<file path="src/rtl/inpkt_parser.sv">
// inpkt_parser
// Pops 16-bit words from a first-word-fall-through input FIFO and checks a
// 4-word packet header. It then writes the payload to a downstream byte FIFO,
// low byte first, verifies the trailing checksum word and reports completion
// and sticky errors.
//
// Ports
//   CLK          single clock
//   rst_n        asynchronous active-low reset
//   din[15:0]    input FIFO head word (valid while !empty)
//   empty        input FIFO empty
//   rd_en        pop strobe to the input FIFO (combinational)
//   dout[7:0]    payload byte, combinational mux of din
//   wr_en        byte strobe to the downstream FIFO (combinational)
//   full         downstream FIFO full
//   pkt_end      qualifies wr_en on the last payload byte
//   pkt_type     type of the current packet (registered)
//   pkt_id       id of the current packet (registered)
//   pkt_done     1-cycle pulse after a matching checksum pop
//   err_hdr      sticky header error
//   err_checksum sticky checksum error
//
// state   | meaning
// --------+---------------------------------------------------------------
// HDR0    | wait for w0, check version and type
// HDR1    | wait for w1, capture len[15:0]
// HDR2    | wait for w2, check reserved byte and the assembled length
// HDR3    | wait for w3, capture id, clear byte count and sum
// DATA_LO | emit din[7:0]; pop only when it is the last byte
// DATA_HI | emit din[15:8] and pop (head word already present)
// CSUM    | pop checksum word, compare with ~sum
// ERROR   | framing lost, frozen until reset
module inpkt_parser #(
  parameter int PKT_VERSION = 2,
  parameter int PKT_MAX_LEN = 65536
) (
  input  logic        CLK,
  input  logic        rst_n,
  input  logic [15:0] din,
  input  logic        empty,
  output logic        rd_en,
  output logic [7:0]  dout,
  output logic        wr_en,
  input  logic        full,
  output logic        pkt_end,
  output logic [7:0]  pkt_type,
  output logic [15:0] pkt_id,
  output logic        pkt_done,
  output logic        err_hdr,
  output logic        err_checksum
);

  localparam logic [2:0] S_HDR0    = 3'd0;
  localparam logic [2:0] S_HDR1    = 3'd1;
  localparam logic [2:0] S_HDR2    = 3'd2;
  localparam logic [2:0] S_HDR3    = 3'd3;
  localparam logic [2:0] S_DATA_LO = 3'd4;
  localparam logic [2:0] S_DATA_HI = 3'd5;
  localparam logic [2:0] S_CSUM    = 3'd6;
  localparam logic [2:0] S_ERROR   = 3'd7;

  localparam logic [7:0]  VERSION = 8'(PKT_VERSION);
  localparam logic [23:0] MAX_LEN = 24'(PKT_MAX_LEN);

  logic [2:0]  state;
  logic [15:0] len_lo;
  logic [23:0] len;
  logic [23:0] byte_cnt;
  logic [15:0] sum;

  logic [23:0] cnt_inc;
  logic        last_byte;
  logic [23:0] hdr_len;
  logic        hdr2_bad;

  assign cnt_inc   = byte_cnt + 24'd1;
  assign last_byte = (cnt_inc == len);
  assign hdr_len   = {din[7:0], len_lo};
  assign hdr2_bad  = (din[15:8] != 8'h00) || (hdr_len == 24'd0) || (hdr_len > MAX_LEN);

  always_comb begin
    rd_en   = 1'b0;
    wr_en   = 1'b0;
    pkt_end = 1'b0;
    dout    = din[7:0];
    case (state)
      S_HDR0, S_HDR1, S_HDR2, S_HDR3, S_CSUM: begin
        rd_en = !empty;
      end
      S_DATA_LO: begin
        if (!empty && !full) begin
          wr_en = 1'b1;
          if (last_byte) begin
            rd_en   = 1'b1;
            pkt_end = 1'b1;
          end
        end
      end
      S_DATA_HI: begin
        if (!full) begin
          wr_en   = 1'b1;
          dout    = din[15:8];
          rd_en   = 1'b1;
          pkt_end = last_byte;
        end
      end
      default: ;
    endcase
    // Strobes must read zero while reset is held, not just after the next edge.
    if (!rst_n) begin
      rd_en   = 1'b0;
      wr_en   = 1'b0;
      pkt_end = 1'b0;
    end
  end

  always_ff @(posedge CLK or negedge rst_n) begin
    if (!rst_n) begin
      state        <= S_HDR0;
      len_lo       <= 16'h0000;
      len          <= 24'h000000;
      byte_cnt     <= 24'h000000;
      sum          <= 16'h0000;
      pkt_type     <= 8'h00;
      pkt_id       <= 16'h0000;
      pkt_done     <= 1'b0;
      err_hdr      <= 1'b0;
      err_checksum <= 1'b0;
    end else begin
      pkt_done <= 1'b0;
      case (state)
        S_HDR0: begin
          if (!empty) begin
            pkt_type <= din[15:8];
            if ((din[7:0] != VERSION) || (din[15:8] == 8'h00)) begin
              err_hdr <= 1'b1;
              state   <= S_ERROR;
            end else begin
              state <= S_HDR1;
            end
          end
        end
        S_HDR1: begin
          if (!empty) begin
            len_lo <= din;
            state  <= S_HDR2;
          end
        end
        S_HDR2: begin
          if (!empty) begin
            if (hdr2_bad) begin
              err_hdr <= 1'b1;
              state   <= S_ERROR;
            end else begin
              len   <= hdr_len;
              state <= S_HDR3;
            end
          end
        end
        S_HDR3: begin
          if (!empty) begin
            pkt_id   <= din;
            byte_cnt <= 24'h000000;
            sum      <= 16'h0000;
            state    <= S_DATA_LO;
          end
        end
        S_DATA_LO: begin
          if (!empty && !full) begin
            byte_cnt <= cnt_inc;
            if (last_byte) begin
              // Odd length: the high byte of this word is padding, still summed.
              sum   <= sum + din;
              state <= S_CSUM;
            end else begin
              state <= S_DATA_HI;
            end
          end
        end
        S_DATA_HI: begin
          if (!full) begin
            byte_cnt <= cnt_inc;
            sum      <= sum + din;
            state    <= last_byte ? S_CSUM : S_DATA_LO;
          end
        end
        S_CSUM: begin
          if (!empty) begin
            if (din == ~sum) begin
              pkt_done <= 1'b1;
              state    <= S_HDR0;
            end else begin
              err_checksum <= 1'b1;
              state        <= S_ERROR;
            end
          end
        end
        default: state <= S_ERROR;
      endcase
    end
  end

endmodule

</file>
<file path="config.mk">
export PLATFORM = sky130hd
export DESIGN_NAME = inpkt_parser
export DESIGN_NICKNAME = d
export VERILOG_FILES = /design/src/rtl/inpkt_parser.sv
export SDC_FILE = /design/constraint.sdc
export NUM_CORES = 1
export LEC_CHECK = 0
export BUFFER_PORTS_ARGS = -buffer_cell sky130_fd_sc_hd__buf_2
export CELL_PAD_IN_SITES_DETAIL_PLACEMENT = 1
export CELL_PAD_IN_SITES_GLOBAL_PLACEMENT = 1
export CORE_MARGIN = 2
export CORE_UTILIZATION = 52
export CTS_BUF_LIST = sky130_fd_sc_hd__clkbuf_4
export DETAILED_ROUTE_END_ITERATION = 10
export HOLD_SLACK_MARGIN = 0.03
export PLACE_DENSITY = 0.86
export SLEW_MARGIN = 10
export SYNTH_ARGS = -nofsm -noshare
export SYNTH_HDL_FRONTEND = slang
export SYNTH_SLANG_ARGS = --single-unit
</file>
<file path="constraint.sdc">
create_clock -name CLK -period 7.5 [get_ports CLK]
set_input_delay 0.375 -clock CLK [delete_from_list [all_inputs] [get_ports CLK]]
set_output_delay 0.375 -clock CLK [all_outputs]
set_load 0.1 [all_outputs]
</file>
==> results of run 1 <==
[where the power goes]
group	internal, uW	leakage (uW)	switching (uW)
clock	79.3	0.0000790	223
combinational	326	0.00174	566
sequential	664	0.00147	84.0
[cell usage after synthesis (4+ instances only)]
master / number / area share
nand2b_1: 8 / 0.0077
nand2_1: 92 / 0.053
buf_2: 5 / 0.0039
a21o_1: 10 / 0.012
or3_1: 4 / 0.0039
inv_1: 14 / 0.0081
nor4_1: 11 / 0.011
a21oi_1: 23 / 0.018
nand3b_1: 4 / 0.0046
o21ai_0: 47 / 0.036
nor3_1: 17 / 0.013
o31ai_1: 9 / 0.010
o211ai_1: 5 / 0.0058
and3_1: 7 / 0.0068
xor2_1: 17 / 0.023
clkbuf_1: 27 / 0.016
nor2b_1: 6 / 0.0058
and4_1: 5 / 0.0068
a211o_1: 4 / 0.0054
mux2_2: 49 / 0.085
nand3_1: 26 / 0.020
nand4_1: 10 / 0.0097
nor2_1: 39 / 0.023
dfrtp_1: 110 / 0.42
and2_1: 15 / 0.014
a22o_1: 13 / 0.018
xnor2_1: 23 / 0.031
ha_1: 16 / 0.031
or4_1: 6 / 0.0070
[path summary, 6_finish.rpt]
path,start,endpoint,cells past startpoint
max in group asynchronous,rst_n,pkt_id[2]$_DFFE_PN0P_,3
min reg2reg,err_checksum$_DFFE_PN0P_,err_checksum$_DFFE_PN0P_,1
min,din[12],pkt_id[12]$_DFFE_PN0P_,3
max,byte_cnt[2]$_DFFE_PN0P_,pkt_end,7
max reg2reg,byte_cnt[2]$_DFFE_PN0P_,sum[3]$_DFFE_PN0P_,8
min in group asynchronous,rst_n,byte_cnt[4]$_DFFE_PN0P_,2
[final cells by class]
| class | instances | area [um2] |
|---|---|---|
| fill | 1385 | 5040 |
| multi-input combinational | 521 | 3530 |
| sequential | 110 | 2750 |
| timing repair buffer | 62 | 328 |
| tap | 168 | 210 |
| clock inverter | 7 | 72.6 |
| clock buffer | 9 | 67.6 |
| inverter | 15 | 56.3 |
| antenna | 1 | 2.50 |
[critical path: stages (launching register included)]
cell,delay [ps]
dfrtp_1,530
nand3_1,450
nor4_2,570
nand3_1,300
or4_1,560
a2111oi_0,440
and2_1,180
buf_2,420
[logic make-up after synthesis]
kind of cell / count (synthesis) / synth area share
AOI/OAI and AO/OA: 150 / 0.158
buffers and inverters: 51 / 0.0330
xor gates and xnor gates: 40 / 0.0541
muxes: 51 / 0.0883
adders and majority gates: 17 / 0.0340
and+or+nand+nor: 263 / 0.207
DFF: 110 / 0.425
[cell usage in the layout, fill, tap and decap left out, drive strengths merged, types with 8 or more instances in the layout]
cell type and instances:
o31ai 9, dfrtp 110, clkbuf 9, nand2b 8
ha 16, a21oi 23, buf 61, a22o 13
nor4 12, xnor2 23, nor3 19, mux2 49
a21o 10, o21ai 48, xor2 17, nand4 12
nand2 92, and2 15, inv 18, nand3 26
nor2 39
[metal layers]
| metal | vias to the layer above | track usage | share of wire |
|---|---|---|---|
| met5 | - | 0 | 0 |
| met1 | 2774 | 0.361 | 0.41 |
| met2 | 155 | 0.518 | 0.51 |
| met4 | 0 | 0.0984 | 0.023 |
| met3 | 32 | 0.0622 | 0.053 |
| li1 | 2547 | - | - |
[per-stage QoR]
| stage | total power [uW] | setup WS (ps) | hold WS [ps] | utilization |
|---|---|---|---|---|
| after floorplan | 1430 | 1880 | 79.4 | - |
| after global placement | 1590 | 3840 | 325 | 0.569 |
| after detailed placement | 1640 | 3770 | 329 | 0.569 |
| after CTS | 1950 | 3150 | 95.9 | 0.582 |
| after global routing | 2060 | 2710 | 108 | 0.582 |
| final | 1940 | 3190 | 136 | 0.582 |
[repair_timing]
item,4_1_cts,5_1_grt
endpoints found under the hold margin,28,0
resized for setup,0,0
hold buffers,1,0
[registers in the layout, summed over array words and instances (netlist names)]
| register | flops |
|---|---|
| byte_cnt | 24 |
| len | 24 |
| len_lo | 16 |
| pkt_id | 16 |
| sum | 16 |
| pkt_type | 8 |
| state | 3 |
| err_checksum | 1 |
| err_hdr | 1 |
| pkt_done | 1 |
==> flow_summary.toml, run 1 <==
[clocking]
postCtsSetupBuffers = 0
cts_sinks = 110
cts_tree = "built"
clk_pin_slew_ps = 190
cts_buffers = 9
clk_root_buffer_cell = "clkbuf_4"
h-tree-depth = 3
clk_latency_ps = 500
clockBufferDepth = 2

[timing]
rsz0062_at_grt = "no"
fmax_ghz = 0.232
hold_violations = 0
maxSlewHeadroom = 0.198
timing.final.crit_period_ps = 4310
period_share = 0.575
setup_viol = 0
finClkSkew_ps = 25.3
tns_ps = 0
worst_pin_slew_ps = 1190
drv_slew = 0

[yosys]
netlist_area_mm2 = 0.00648
syn_nets = 719
synth_warnings = 0
ys_ff_latch = 110
yosys_most_used_dff = "dfrtp_1"
synthArstFlopShare = 1.00
yosysUniqueCellTypes = 67
synthCells = 682
ys_seq_area_frac = 0.425
postSynthAreaPerCell_um2 = 9.50
synth-edff-count = 0

[hold_path]
hp-class = "primary input to register"

[placed_design]
placed_cells = 875
io_buffers = 57
place_hpwl_um = 13500
placed_area_mm2 = 0.00687
place_congestion = 0.879

[finish]
drive_gt1_frac = 0.199
fin_area_mm2 = 0.00702
nNetsFinal = 756
layoutNonFillerInstCount = 893
layout-area-overhead-vs-synth_pct = 8.34

[floorplanning]
core-area_mm2 = 0.0121
num_rows = 40
die_area_mm2 = 0.0134
die_h_um = 116
start_util = 0.537
die_w_um = 116
ios = 58

[critical_path]
critPathKind = "register to output pin"
crit_required_ps = 7120
critPathLaunchType = "register"
ff2ff_setup_slack_ps = 4220
critPathMaxFanout = 14
cp-end-kind = "output pin"
arrival_ps = 3940

[global_routing]
grt_pass1_wl_um = 30700
grt_max_degree = 83
track_usage = 0.294
overflow = 0
antenna_found_initial = 1
grt_pass1_vias = 5906

[run]
maxCapViolCount = 0

[route]
post_drt_wl_per_cell_um = 20.8
drt_first_iter_violations = 417
drt-pass1-iter-count = 5
ant_nets = 0
vias = 5508
totalWireLength_um = 18600
avgViaCountPerCell = 6.17
drc_errors = 0

[power_and_ir_drop]
p_leak_uw = 0.00329
ir_drop_v = 0.000199
p_per_area_mw_per_mm2 = 277

[run_status]
outcome = "finished clean"
Power figures use the tool's default switching activity.
==> inputs of run 2 (changes only) <==
--- a/config.mk
+++ b/config.mk
@@ -9,11 +9,11 @@
 export CELL_PAD_IN_SITES_DETAIL_PLACEMENT = 1
 export CELL_PAD_IN_SITES_GLOBAL_PLACEMENT = 1
 export CORE_MARGIN = 2
-export CORE_UTILIZATION = 52
+export CORE_UTILIZATION = 44
 export CTS_BUF_LIST = sky130_fd_sc_hd__clkbuf_4
 export DETAILED_ROUTE_END_ITERATION = 10
 export HOLD_SLACK_MARGIN = 0.03
-export PLACE_DENSITY = 0.86
+export PLACE_DENSITY = 0.77
 export SLEW_MARGIN = 10
 export SYNTH_ARGS = -nofsm -noshare
 export SYNTH_HDL_FRONTEND = slang
==> constraint.sdc (replaced) <==
create_clock -name CLK -period 3.8 [get_ports CLK]
set_input_delay 0.19 -clock CLK [delete_from_list [all_inputs] [get_ports CLK]]
set_output_delay 0.19 -clock CLK [all_outputs]
set_load 0.1 [all_outputs]
==> run 2 against run 1 <==
Against the previous run:
- first-iteration DRC count decreased by 41%
- combinational power increased by 100%
- clock power grew 100%
- highest routed layer unchanged
==> flow_summary.toml, run 2 (synthesized netlist as in run 1, its figures left out) <==
[timing]
hold_violations = 0
worst_pin_slew_ps = 1050
finClkSkew_ps = 18.6
holdWs_ps = 117
drv_slew = 0
setup_ws_ps = 170
fmax_ghz = 0.275
maxSlewHeadroom = 0.298
timing.final.crit_period_ps = 3630
setup_viol = 0
period_share = 0.955

[global_routing]
gr-usage-met2 = 0.428
grt_pass1_vias = 5845
track_usage = 0.247
met1_usage = 0.312
use_met3 = 0.0539
busiest_layer = "met2"
grt_max_degree = 51
grt_pass1_wl_um = 31000
overflow = 0
antenna_found_initial = 0

[floorplanning]
die_w_um = 125
core-area_mm2 = 0.0145
die_area_mm2 = 0.0157
start_util = 0.447
ios = 58
num_rows = 44
die_h_um = 125

[route]
avgViaCountPerCell = 5.96
drc_errors = 0
post_drt_wl_per_cell_um = 20.2
drt-pass1-iter-count = 4
totalWireLength_um = 18900
ant_nets = 0
drt_first_iter_violations = 246
vias = 5567

[placed_design]
placed_cells = 897
io_buffers = 57
place_hpwl_um = 13500
post-place-ws_ps = 358
place_congestion = 0.945
placed_area_mm2 = 0.00694

[run_status]
outcome = "finished clean"

[power_and_ir_drop]
p_seq_frac = 0.379
ir_drop_v = 0.000373
swShare = 0.444
power_switching_uw = 1730
internal-power_uw = 2170
power_frac_clock = 0.156
comb_power_share = 0.465
p_leak_uw = 0.00343
p_per_area_mw_per_mm2 = 531

[clocking]
cts_buffers = 9
h-tree-depth = 3
clk_root_buffer_cell = "clkbuf_4"
clockBufferDepth = 2
cts_sinks = 110
cts_tree = "built"
clk_latency_ps = 510
clk_pin_slew_ps = 180

[finish]
nNetsFinal = 782
drive_gt1_frac = 0.224
num_antenna_cells = 0
layout-area-overhead-vs-synth_pct = 13.5
final_util = 0.508
final_common_cell = "dfrtp_1"
fin_area_mm2 = 0.00735
reg_top3 = "byte_cnt (24), len (24)"
num-fill-cells = 1686
final_cell_mix = "dfrtp_1, nand2_1, buf_2"
layoutNonFillerInstCount = 934

[critical_path]
reg2reg_to = "sum[14]$_DFFE_PN0P_"
critPathMaxFanout = 7
cp-end-kind = "output pin"
crit_slowest_cell = "or4_4"
crit_required_ps = 3610
critPathKind = "register to output pin"
arrival_ps = 3440
path_cells = "nand4_2 -> or4_4 -> nor3_2 -> xnor2_1 -> nand4b_1 -> and4bb_4 -> nor2_1 -> o41ai_4 -> buf_6"
ff2ff_setup_slack_ps = 690
rr_worst_depth = 9
slowest_delay_ps = 610
critPathLaunchType = "register"
timing.rr.start = "byte_cnt[7]$_DFFE_PN0P_"

[run]
maxCapViolCount = 0

[hold_path]
hp-class = "primary input to asynchronous set/reset pin"
[run 2: final cells by class]
class,instances,area (um2),share of cell area
inverters,15,56.3,0.00766
repair buffers,88,574,0.0781
flip-flops and latches,110,2760,0.375
clock inverters,6,63.8,0.00868
multi-input cells,521,3590,0.489
well taps,184,230,0.0313
clock buffers,10,75.1,0.0102
[run 2: per-layer routing]
layer,part of all wire,up-vias
li1,-,2600
met1,0.44,2829
met2,0.50,111
met3,0.040,27
met4,0.017,0
met5,0,-
[run 2: critical path: cells and delay by family, from the launching register on]
family,cells,cell delay [ps]
buffers and inverters,1,270
DFF,1,520
xor gates and xnor gates,1,130
AOI/OAI and AO/OA,1,240
and+or+nand+nor,6,1780
[run 2: power by group through the flow]
| stage | Clock [uW] | Combinational, uW | Sequential [uW] |
|---|---|---|---|
| 2_1_floorplan | 0 | 1360 | 1480 |
| 3_3_place_gp | 0 | 1680 | 1480 |
| 3_5_place_dp | 0 | 1740 | 1490 |
| 4_1_cts | 642 | 1780 | 1470 |
| 5_1_grt | 676 | 1980 | 1500 |
| 6_report | 607 | 1820 | 1480 |
[run 2: repair_timing]
action                     in CTS  in global routing
resized for setup               8                 14
hold buffers                   18                  0
hold endpoints to repair       61                  0
pin swaps                       0                  2
setup endpoints to repair       2                  2
buffers inserted                0                  3
[run 2: per-stage QoR]
step	power (uW)	setup TNS, ps
4_1_cts	3900	0
2_1_floorplan	2840	0
3_5_place_dp	3230	0
5_1_grt	4160	-15.9
3_3_place_gp	3160	0
6_report	3900	0
[run 2: worst max path at each step]
stage / slack (ps) / start / depth (start not counted) / endpoint
after floorplan: 330 / byte_cnt[0]$_DFFE_PN0P_ / 10 / rd_en
after global placement: 550 / byte_cnt[0]$_DFFE_PN0P_ / 10 / rd_en
after detailed placement: 360 / byte_cnt[0]$_DFFE_PN0P_ / 10 / rd_en
after CTS: 50 / byte_cnt[0]$_DFFE_PN0P_ / 10 / rd_en
after global routing: -20 / byte_cnt[0]$_DFFE_PN0P_ / 10 / rd_en
final: 170 / byte_cnt[7]$_DFFE_PN0P_ / 9 / rd_en
==> inputs of run 3 (changes only) <==
--- a/config.mk
+++ b/config.mk
@@ -7,13 +7,12 @@
 export LEC_CHECK = 0
 export BUFFER_PORTS_ARGS = -buffer_cell sky130_fd_sc_hd__buf_2
 export CELL_PAD_IN_SITES_DETAIL_PLACEMENT = 1
-export CELL_PAD_IN_SITES_GLOBAL_PLACEMENT = 1
+export CELL_PAD_IN_SITES_GLOBAL_PLACEMENT = 2
 export CORE_MARGIN = 2
-export CORE_UTILIZATION = 44
-export CTS_BUF_LIST = sky130_fd_sc_hd__clkbuf_4
+export CORE_UTILIZATION = 34
 export DETAILED_ROUTE_END_ITERATION = 10
 export HOLD_SLACK_MARGIN = 0.03
-export PLACE_DENSITY = 0.77
+export PLACE_DENSITY = 0.74
 export SLEW_MARGIN = 10
 export SYNTH_ARGS = -nofsm -noshare
 export SYNTH_HDL_FRONTEND = slang
==> constraint.sdc (replaced) <==
create_clock -name CLK -period 3.8 [get_ports CLK]
set_input_delay 0.76 -clock CLK [delete_from_list [all_inputs] [get_ports CLK]]
set_output_delay 0.76 -clock CLK [all_outputs]
set_load 0.1 [all_outputs]
==> run 3 against run 2 <==
Against the previous run:
- clock skew is 3.9 ps lower
- clock-buffer cell count down 1
- critical endpoint unchanged
- setup slack lost 150 ps
- non-clock buffer count is 2 higher
- highest routed layer unchanged
- global-route usage down 3.9 points
==> flow_summary.toml, run 3 (synthesized netlist as in run 1, its figures left out) <==
[run_status]
outcome = "finished clean"

[floorplanning]
core-area_mm2 = 0.0187
die_w_um = 142
die_h_um = 142
die_area_mm2 = 0.0202
ios = 58
num_rows = 50
start_util = 0.346

[route]
post_drt_wl_per_cell_um = 20.6
vias = 5544
drc_errors = 0
avgViaCountPerCell = 5.62
drt-pass1-iter-count = 4
ant_nets = 0
totalWireLength_um = 20300
drt_first_iter_violations = 222

[finish]
nNetsFinal = 784
multi_input_area_mm2 = 0.00368
drive_gt1_frac = 0.269
final_util = 0.416
num_antenna_cells = 0
fin_area_mm2 = 0.00778
final_common_cell = "dfrtp_1"
regArea_mm2 = 0.00276
final_cell_mix = "dfrtp_1, nand2_1, mux2_2"
layout-area-overhead-vs-synth_pct = 20.2
reg_top3 = "byte_cnt (24), len (24)"
num-fill-cells = 2117

[global_routing]
grt_pass1_wl_um = 32900
track_usage = 0.208
grt_pass1_vias = 6000
overflow = 0
grt_max_degree = 71
antenna_found_initial = 0

[power_and_ir_drop]
p_leak_uw = 0.00361
comb_power_share = 0.450
power_frac_clock = 0.227
p_seq_frac = 0.324
power_switching_uw = 1880
p_per_area_mw_per_mm2 = 576
ir_drop_v = 0.000359
swShare = 0.420
internal-power_uw = 2600

[placed_design]
place_hpwl_um = 14600
placed_area_mm2 = 0.00734
place_congestion = 0.887
io_buffers = 57
post-place-ws_ps = 162

[hold_path]
hp-class = "primary input to asynchronous set/reset pin"

[critical_path]
path_delay_family = "simple AND/OR/NAND/NOR gates"
critPathKind = "register to output pin"
crit_required_ps = 3040
critPathLaunchType = "register"
arrival_ps = 3020
critPathMaxFanout = 6
cp-end-kind = "output pin"
crit_slowest_cell = "dfrtp_1"
slowest_delay_ps = 480
crit_buf_inv = 1
path_cells = "and4_1 -> nand4_4 -> mux2_4 -> nor4_2 -> o221ai_1 -> and4bb_4 -> nor2_2 -> o41ai_4 -> buf_12"

[timing]
holdWs_ps = 245
fmax_ghz = 0.264
drv_slew = 0
setup_viol = 0
maxSlewHeadroom = 0.397
setup_ws_ps = 18.8
rsz0062_at_grt = "yes"
finClkSkew_ps = 14.7
worst_pin_slew_ps = 904
timing.final.crit_period_ps = 3780
hold_violations = 0
period_share = 0.995

[clocking]
clk_latency_ps = 370
clk_root_buffer_cell = "clkbuf_16"
cts_buffers = 9
cts_tree = "built"
cts_sinks = 110
clk_pin_slew_ps = 90
cts_hold_buf = 0
clockBufferDepth = 2
h-tree-depth = 3

[run]
maxCapViolCount = 0
[run 3: cell count changes in the layout (fill, tap and decap cells not counted), sizes merged]
| cell | delta |
|---|---|
| buf | +20 |
| clkbuf | -1 |
| dlygate4sd3 | -18 |
| inv | +1 |
[run 3: final timing paths]
path                       slack (ps)  cells after the start                       end                      from
setup / recovery                   20                      9                     rd_en  byte_cnt[13]$_DFFE_PN0P_
hold reg to reg                   460                      1  err_checksum$_DFFE_PN0P_  err_checksum$_DFFE_PN0P_
min in group CLK                  460                      1  err_checksum$_DFFE_PN0P_  err_checksum$_DFFE_PN0P_
hold / removal                    240                      1       len[17]$_DFFE_PN0P_                     rst_n
max in group asynchronous        2360                      2   byte_cnt[0]$_DFFE_PN0P_                     rst_n
setup reg to reg                  890                      9        sum[3]$_DFFE_PN0P_  byte_cnt[13]$_DFFE_PN0P_
[run 3: area by class of cell]
cell class              count  share of cell area
clock inverters             7              0.0117
clock buffers               9              0.0289
flip-flops and latches    110               0.355
multi-input cells         521               0.473
repair buffers             90              0.0862
well taps                 234              0.0376
inverters                  15             0.00723
[run 3: metrics by stage]
step	setup TNS [ps]	total power (uW)	std cells
after floorplan	-148	2870	682
after global placement	0	3350	965
after detailed placement	0	3400	965
after CTS	0	4480	984
after global routing	-156	4750	986
final	0	4490	986
[run 3: power groups by stage]
stage	Clock, uW	Sequential [uW]	Combinational (uW)
2_1_floorplan	0	1480	1390
3_3_place_gp	0	1460	1890
3_5_place_dp	0	1470	1940
4_1_cts	1050	1450	1980
5_1_grt	1090	1470	2190
6_report	1020	1450	2020
[run 3: timing repair]
item                                    in CTS  in global routing
buffers inserted                             3                  2
pin swaps                                    3                  3
resized for setup                           10                 15
endpoints found under the setup margin       2                  2
[run 3: layer usage]
metal / vias to the layer above / GRT usage / routed length, um
met5: - / 0 / 0
met4: 0 / 0.0542 / 323
met3: 21 / 0.0347 / 488
met2: 87 / 0.361 / 10200
met1: 2828 / 0.270 / 9310
li1: 2608 / - / -
